===== src/rtl/axis_pkt_fifo.sv =====
// AXI-Stream FIFO with tkeep/tlast, first-word fall-through (push on edge N -> valid in cycle N+1).
// Backpressure: s_axis_tready drops only when full; optional store-and-forward releases whole frames.
module axis_pkt_fifo #(
  parameter int DATA_WIDTH  = 32,
  parameter int KEEP_WIDTH  = DATA_WIDTH / 8,
  parameter int DEPTH       = 16,
  parameter int PACKET_MODE = 0
) (
  input  logic                       aclk,
  input  logic                       areset,
  input  logic [DATA_WIDTH-1:0]      s_axis_tdata,
  input  logic [KEEP_WIDTH-1:0]      s_axis_tkeep,
  input  logic                       s_axis_tlast,
  input  logic                       s_axis_tvalid,
  output logic                       s_axis_tready,
  output logic [DATA_WIDTH-1:0]      m_axis_tdata,
  output logic [KEEP_WIDTH-1:0]      m_axis_tkeep,
  output logic                       m_axis_tlast,
  output logic                       m_axis_tvalid,
  input  logic                       m_axis_tready,
  output logic [$clog2(DEPTH):0]     occupancy,
  output logic [$clog2(DEPTH):0]     pkt_count,
  output logic                       overflow_release
);

  localparam int AW = $clog2(DEPTH);
  localparam int PW = AW + 1;

  localparam logic [0:0] ST_HOLD  = 1'b0;
  localparam logic [0:0] ST_FLUSH = 1'b1;

  typedef struct packed {
    logic [DATA_WIDTH-1:0] tdata;
    logic [KEEP_WIDTH-1:0] tkeep;
    logic                  tlast;
  } entry_t;

  entry_t        mem_q [DEPTH];
  logic [PW-1:0] wr_ptr_q, wr_ptr_d;
  logic [PW-1:0] rd_ptr_q, rd_ptr_d;
  logic [PW-1:0] occ_q, occ_d;
  logic [PW-1:0] pkt_q, pkt_d;
  logic [0:0]    state_q, state_d;
  logic          full, empty, push, pop, flush_start, release_ok;
  entry_t        head;

  always_comb begin
    // Pointer MSBs differ with equal indices only after exactly DEPTH more writes than reads.
    full        = (wr_ptr_q[AW] != rd_ptr_q[AW]) && (wr_ptr_q[AW-1:0] == rd_ptr_q[AW-1:0]);
    empty       = (wr_ptr_q == rd_ptr_q);
    head        = mem_q[rd_ptr_q[AW-1:0]];
    flush_start = (PACKET_MODE != 0) && (state_q == ST_HOLD) && full && (pkt_q == '0);
    if ((PACKET_MODE == 0) || (state_q == ST_FLUSH)) begin
      release_ok = !empty;
    end else begin
      release_ok = (pkt_q != '0);
    end
  end

  assign s_axis_tready    = !areset && !full;
  assign m_axis_tvalid    = !areset && release_ok;
  assign overflow_release = !areset && flush_start;
  assign m_axis_tdata     = head.tdata;
  assign m_axis_tkeep     = head.tkeep;
  assign m_axis_tlast     = head.tlast;
  assign occupancy        = occ_q;
  assign pkt_count        = pkt_q;

  assign push = s_axis_tvalid && s_axis_tready;
  assign pop  = m_axis_tvalid && m_axis_tready;

  always_comb begin
    wr_ptr_d = wr_ptr_q + PW'(push);
    rd_ptr_d = rd_ptr_q + PW'(pop);
    occ_d    = occ_q + PW'(push) - PW'(pop);
    pkt_d    = pkt_q + PW'(push && s_axis_tlast) - PW'(pop && head.tlast);
    state_d  = state_q;
    // A frame longer than the FIFO can never complete in HOLD, so stream it out instead.
    if (flush_start) begin
      state_d = ST_FLUSH;
    end else if ((state_q == ST_FLUSH) && pop && head.tlast) begin
      state_d = ST_HOLD;
    end
  end

  always_ff @(posedge aclk) begin
    if (areset) begin
      wr_ptr_q <= '0;
      rd_ptr_q <= '0;
      occ_q    <= '0;
      pkt_q    <= '0;
      state_q  <= ST_HOLD;
    end else begin
      wr_ptr_q <= wr_ptr_d;
      rd_ptr_q <= rd_ptr_d;
      occ_q    <= occ_d;
      pkt_q    <= pkt_d;
      state_q  <= state_d;
    end
  end

  always_ff @(posedge aclk) begin
    if (push) begin
      mem_q[wr_ptr_q[AW-1:0]] <= '{tdata: s_axis_tdata, tkeep: s_axis_tkeep, tlast: s_axis_tlast};
    end
  end

endmodule


===== config.mk =====
export PLATFORM = sky130hd
export DESIGN_NAME = axis_pkt_fifo
export DESIGN_NICKNAME = d
export VERILOG_FILES = /design/src/rtl/axis_pkt_fifo.sv
export SDC_FILE = /design/constraint.sdc
export NUM_CORES = 1
export LEC_CHECK = 0
export CORE_MARGIN = 3
export CORE_UTILIZATION = 55
export CTS_CLUSTER_DIAMETER = 40
export DETAILED_ROUTE_END_ITERATION = 8
export PLACE_DENSITY = 0.81
export RECOVER_POWER = 25
export SYNTH_ARGS = -nofsm -noshare
export SYNTH_HDL_FRONTEND = slang
export SYNTH_SLANG_ARGS = --single-unit

===== constraint.sdc =====
create_clock -name aclk -period 5.7 [get_ports aclk]
set_input_delay 1.14 -clock aclk [delete_from_list [all_inputs] [get_ports aclk]]
set_output_delay 1.14 -clock aclk [all_outputs]
set_load 0.005 [all_outputs]

==> flow_metrics.py <==
metrics = {
    "cts": {
        "cts_root_buffer": "clkbuf_16",
        "clockBufferDepth": 3,
        "tritoncts": "yes",
        "cts_setup_buffers": 0,
        "clock-sinks": 612,
        "clock_latency_ns": 0.60,
        "cts_hold_buffers": 0,
        "numCtsBuffers": 73,
        "cts_resized": 0,
        "clk_pin_slew_ns": 0.06,
        "ctsHtreeMaxLevel": 3,
    },
    "final_layout": {
        "area_growth_pct": 17.41,
        "final_cell_mix": "edfxtp_1, mux4_2, clkbuf_16",
        "final_common_cell": "edfxtp_1",
        "fill_cells": 2561,
        "multiInputGateArea_um2": 5189,
        "drive_gt1_frac": 0.2659,
        "regArea_um2": 18190,
        "nets": 1177,
    },
    "yosys": {
        "yosys.area_share.simple": 0.01451,
        "ys_async_sr_fraction": 0,
        "syn_area_per_cell_um2": 24.31,
        "syn_area_um2": 23630,
        "synth-compound-area-share": 0.002594,
        "synth_fa_ha_area_frac": 0.009106,
        "synthFlopType": "edfxtp_1",
        "syn_nets": 1029,
        "synth-seq-area-share": 0.7691,
        "netlist_instances": 972,
        "synth_edf_count": 592,
        "synth_top_family_by_area": "multiplexers",
        "muxShareOfSynthArea": 0.1834,
        "yosys_register_bits": 612,
        "synthXorXnorAreaFrac": 0.005929,
        "yosys_warnings": 0,
        "ys_types": 33,
    },
    "sta": {
        "hold_viol_final": 0,
        "finalClockSkew_ns": 0.01859,
        "fin_setup_tns_ns": 0,
        "tightest_slew_ns": 1.067,
        "slew_viol_final": 0,
        "fmax_mhz": 215.9,
        "hold_ws_ns": 0.5985,
        "rsz0062_at_grt": "false",
        "min_period_ns": 4.632,
        "maxSlewHeadroom": 0.2883,
        "setup_viol": 0,
        "timing.final.crit_share": 0.8126,
    },
    "power_and_ir_drop": {
        "powerDensity_nw_per_um2": 362.5,
        "swShare": 0.2113,
        "p_int_mw": 7.933,
        "p_clk_frac": 0.455,
        "switchingPower_mw": 2.126,
        "power_frac_seq": 0.498,
        "peakVddDrop_uv": 243.4,
        "combPwrFrac": 0.047,
        "leakage_nw": 8.630,
    },
    "route": {
        "drc_errors": 0,
        "drt-total-wl_um": 50510,
        "drt_iter0_drc": 1211,
        "avgViaCountPerCell": 6.297,
        "ant_nets": 0,
        "vias": 10825,
        "drtPass1Iterations": 5,
        "wl_per_cell_um": 29.38,
    },
    "grt": {
        "antenna_found_initial": 4,
        "grt_pass1_vias": 11562,
        "grt_pass1_wl_um": 75480,
        "grt_max_degree": 57,
        "grt-ovfl-total": 0,
        "gr-usage-all-layers": 0.2322,
    },
    "critical_path": {
        "end_kind": "output port",
        "cp-start-kind": "register",
        "crit_fanout": 39,
        "worstPathArrival_ns": 3.49,
        "crit_type": "reg2out",
        "crit_required_ns": 4.56,
    },
    "floorplanning": {
        "die_width_um": 213.3,
        "die_area_um2": 45490,
        "start_util": 0.5597,
        "pin_count": 91,
        "die_height_um": 213.3,
        "core_um2": 42230,
        "num_rows": 75,
    },
    "place": {
        "place.gp.congestion": 0.7396,
        "portBuffers": 89,
        "dpl.hpwl_um": 24830,
    },
    "status": {
        "outcome": "completed",
    },
    "run": {
        "maxCapViolations": 0,
    },
    "min_path": {
        "hold_path.class": "reg2reg",
    },
}
==> kinds of logic (layout without fill, tap and decap cells) <==
logic type,after synthesis,in the layout
multiplexers,187,187
AO/OA/AOI/OAI,10,10
AND/OR/NAND/NOR,64,64
other,1,4
adder cells (fa/ha/maj),16,16
buffers and inverters,66,271
XOR/XNOR,16,16
flip-flops,612,612
==> state kept, by name, summed over array words and instances, names as in the netlist <==
name       count
wr_ptr_q       5
rd_ptr_q       5
pkt_count      5
mem_q        592
occupancy      5
==> per-layer routing <==
| layer | share of wire | wire, um | global-route usage |
|---|---|---|---|
| met5 | 0 | 0 | 0 |
| met4 | 0.029 | 1440 | 0.08204 |
| met3 | 0.070 | 3539 | 0.04599 |
| met2 | 0.52 | 26050 | 0.3838 |
| met1 | 0.39 | 19480 | 0.3156 |
==> cell type report <==
class,instances,area share
Sequential cell,612,0.6555
Antenna cell,3,0.0002706
Clock buffer,83,0.06795
Timing Repair Buffer,124,0.04383
Multi-Input combinational cell,294,0.1870
Tap cell,539,0.02430
Inverter,15,0.002029
Clock inverter,49,0.01907
==> path summary, 6_finish.rpt <==
path	from	end	slack, ns	depth (start not counted)
max	rd_ptr_q[0]	m_axis_tdata[30]	1.07	4
min	wr_ptr_q[4]	wr_ptr_q[4]	0.60	2
max reg2reg	rd_ptr_q[0]	occupancy[4]	1.79	12
min reg2reg	wr_ptr_q[4]	wr_ptr_q[4]	0.60	2
==> critical path, stage by stage, from the launching register on <==
cell and delay [ns]:
dfxtp_4 0.89, buf_12 0.33, mux4_1 0.62, mux4_2 0.54
clkdlybuf4s50_1 0.47
==> metrics by stage <==
stage | std cells | total power, mW | cell area, um^2 | util | worst slack [ns]
3_3_place_gp | 1584 | 5.559 | 25330 | 0.5997 | 1.686
3_5_place_dp | 1584 | 5.580 | 25330 | 0.5997 | 1.602
6_report | 1719 | 10.06 | 27750 | 0.6571 | 1.068
4_1_cts | 1716 | 10.14 | 27740 | 0.6569 | 1.012
2_1_floorplan | 972 | 5.357 | 23630 | - | 0.1324
5_1_grt | 1718 | 10.37 | 27750 | 0.6570 | 0.9257
==> power by group through the flow <==
stage / Sequential [mW] / Combinational (mW) / Clock [mW]
3_3_place_gp: 5.10 / 0.459 / 0
2_1_floorplan: 5.09 / 0.268 / 0
3_5_place_dp: 5.10 / 0.476 / 0
5_1_grt: 5.01 / 0.517 / 4.84
4_1_cts: 5.01 / 0.483 / 4.65
6_report: 5.01 / 0.474 / 4.57
==> Yosys cell counts, types with 3 or more instances <==
cell | number | share of area
nand2_1 | 3 | 0.00048
ha_1 | 14 | 0.0074
nor2_1 | 15 | 0.0024
nor3b_1 | 3 | 0.00095
mux4_1 | 43 | 0.048
a21oi_1 | 4 | 0.00085
buf_6 | 5 | 0.0024
buf_2 | 13 | 0.0028
nor3_1 | 11 | 0.0023
mux2i_1 | 3 | 0.0013
buf_1 | 6 | 0.00095
xnor2_1 | 7 | 0.0026
edfxtp_1 | 592 | 0.75
nand3_1 | 6 | 0.0013
mux4_2 | 141 | 0.13
nor2b_1 | 11 | 0.0029
dfxtp_1 | 20 | 0.017
nor4_1 | 6 | 0.0016
clkbuf_1 | 14 | 0.0022
inv_1 | 15 | 0.0024
nand2b_1 | 6 | 0.0016
buf_4 | 12 | 0.0038
xor2_1 | 9 | 0.0033
Note: power is estimated with default switching activity, not from simulation.
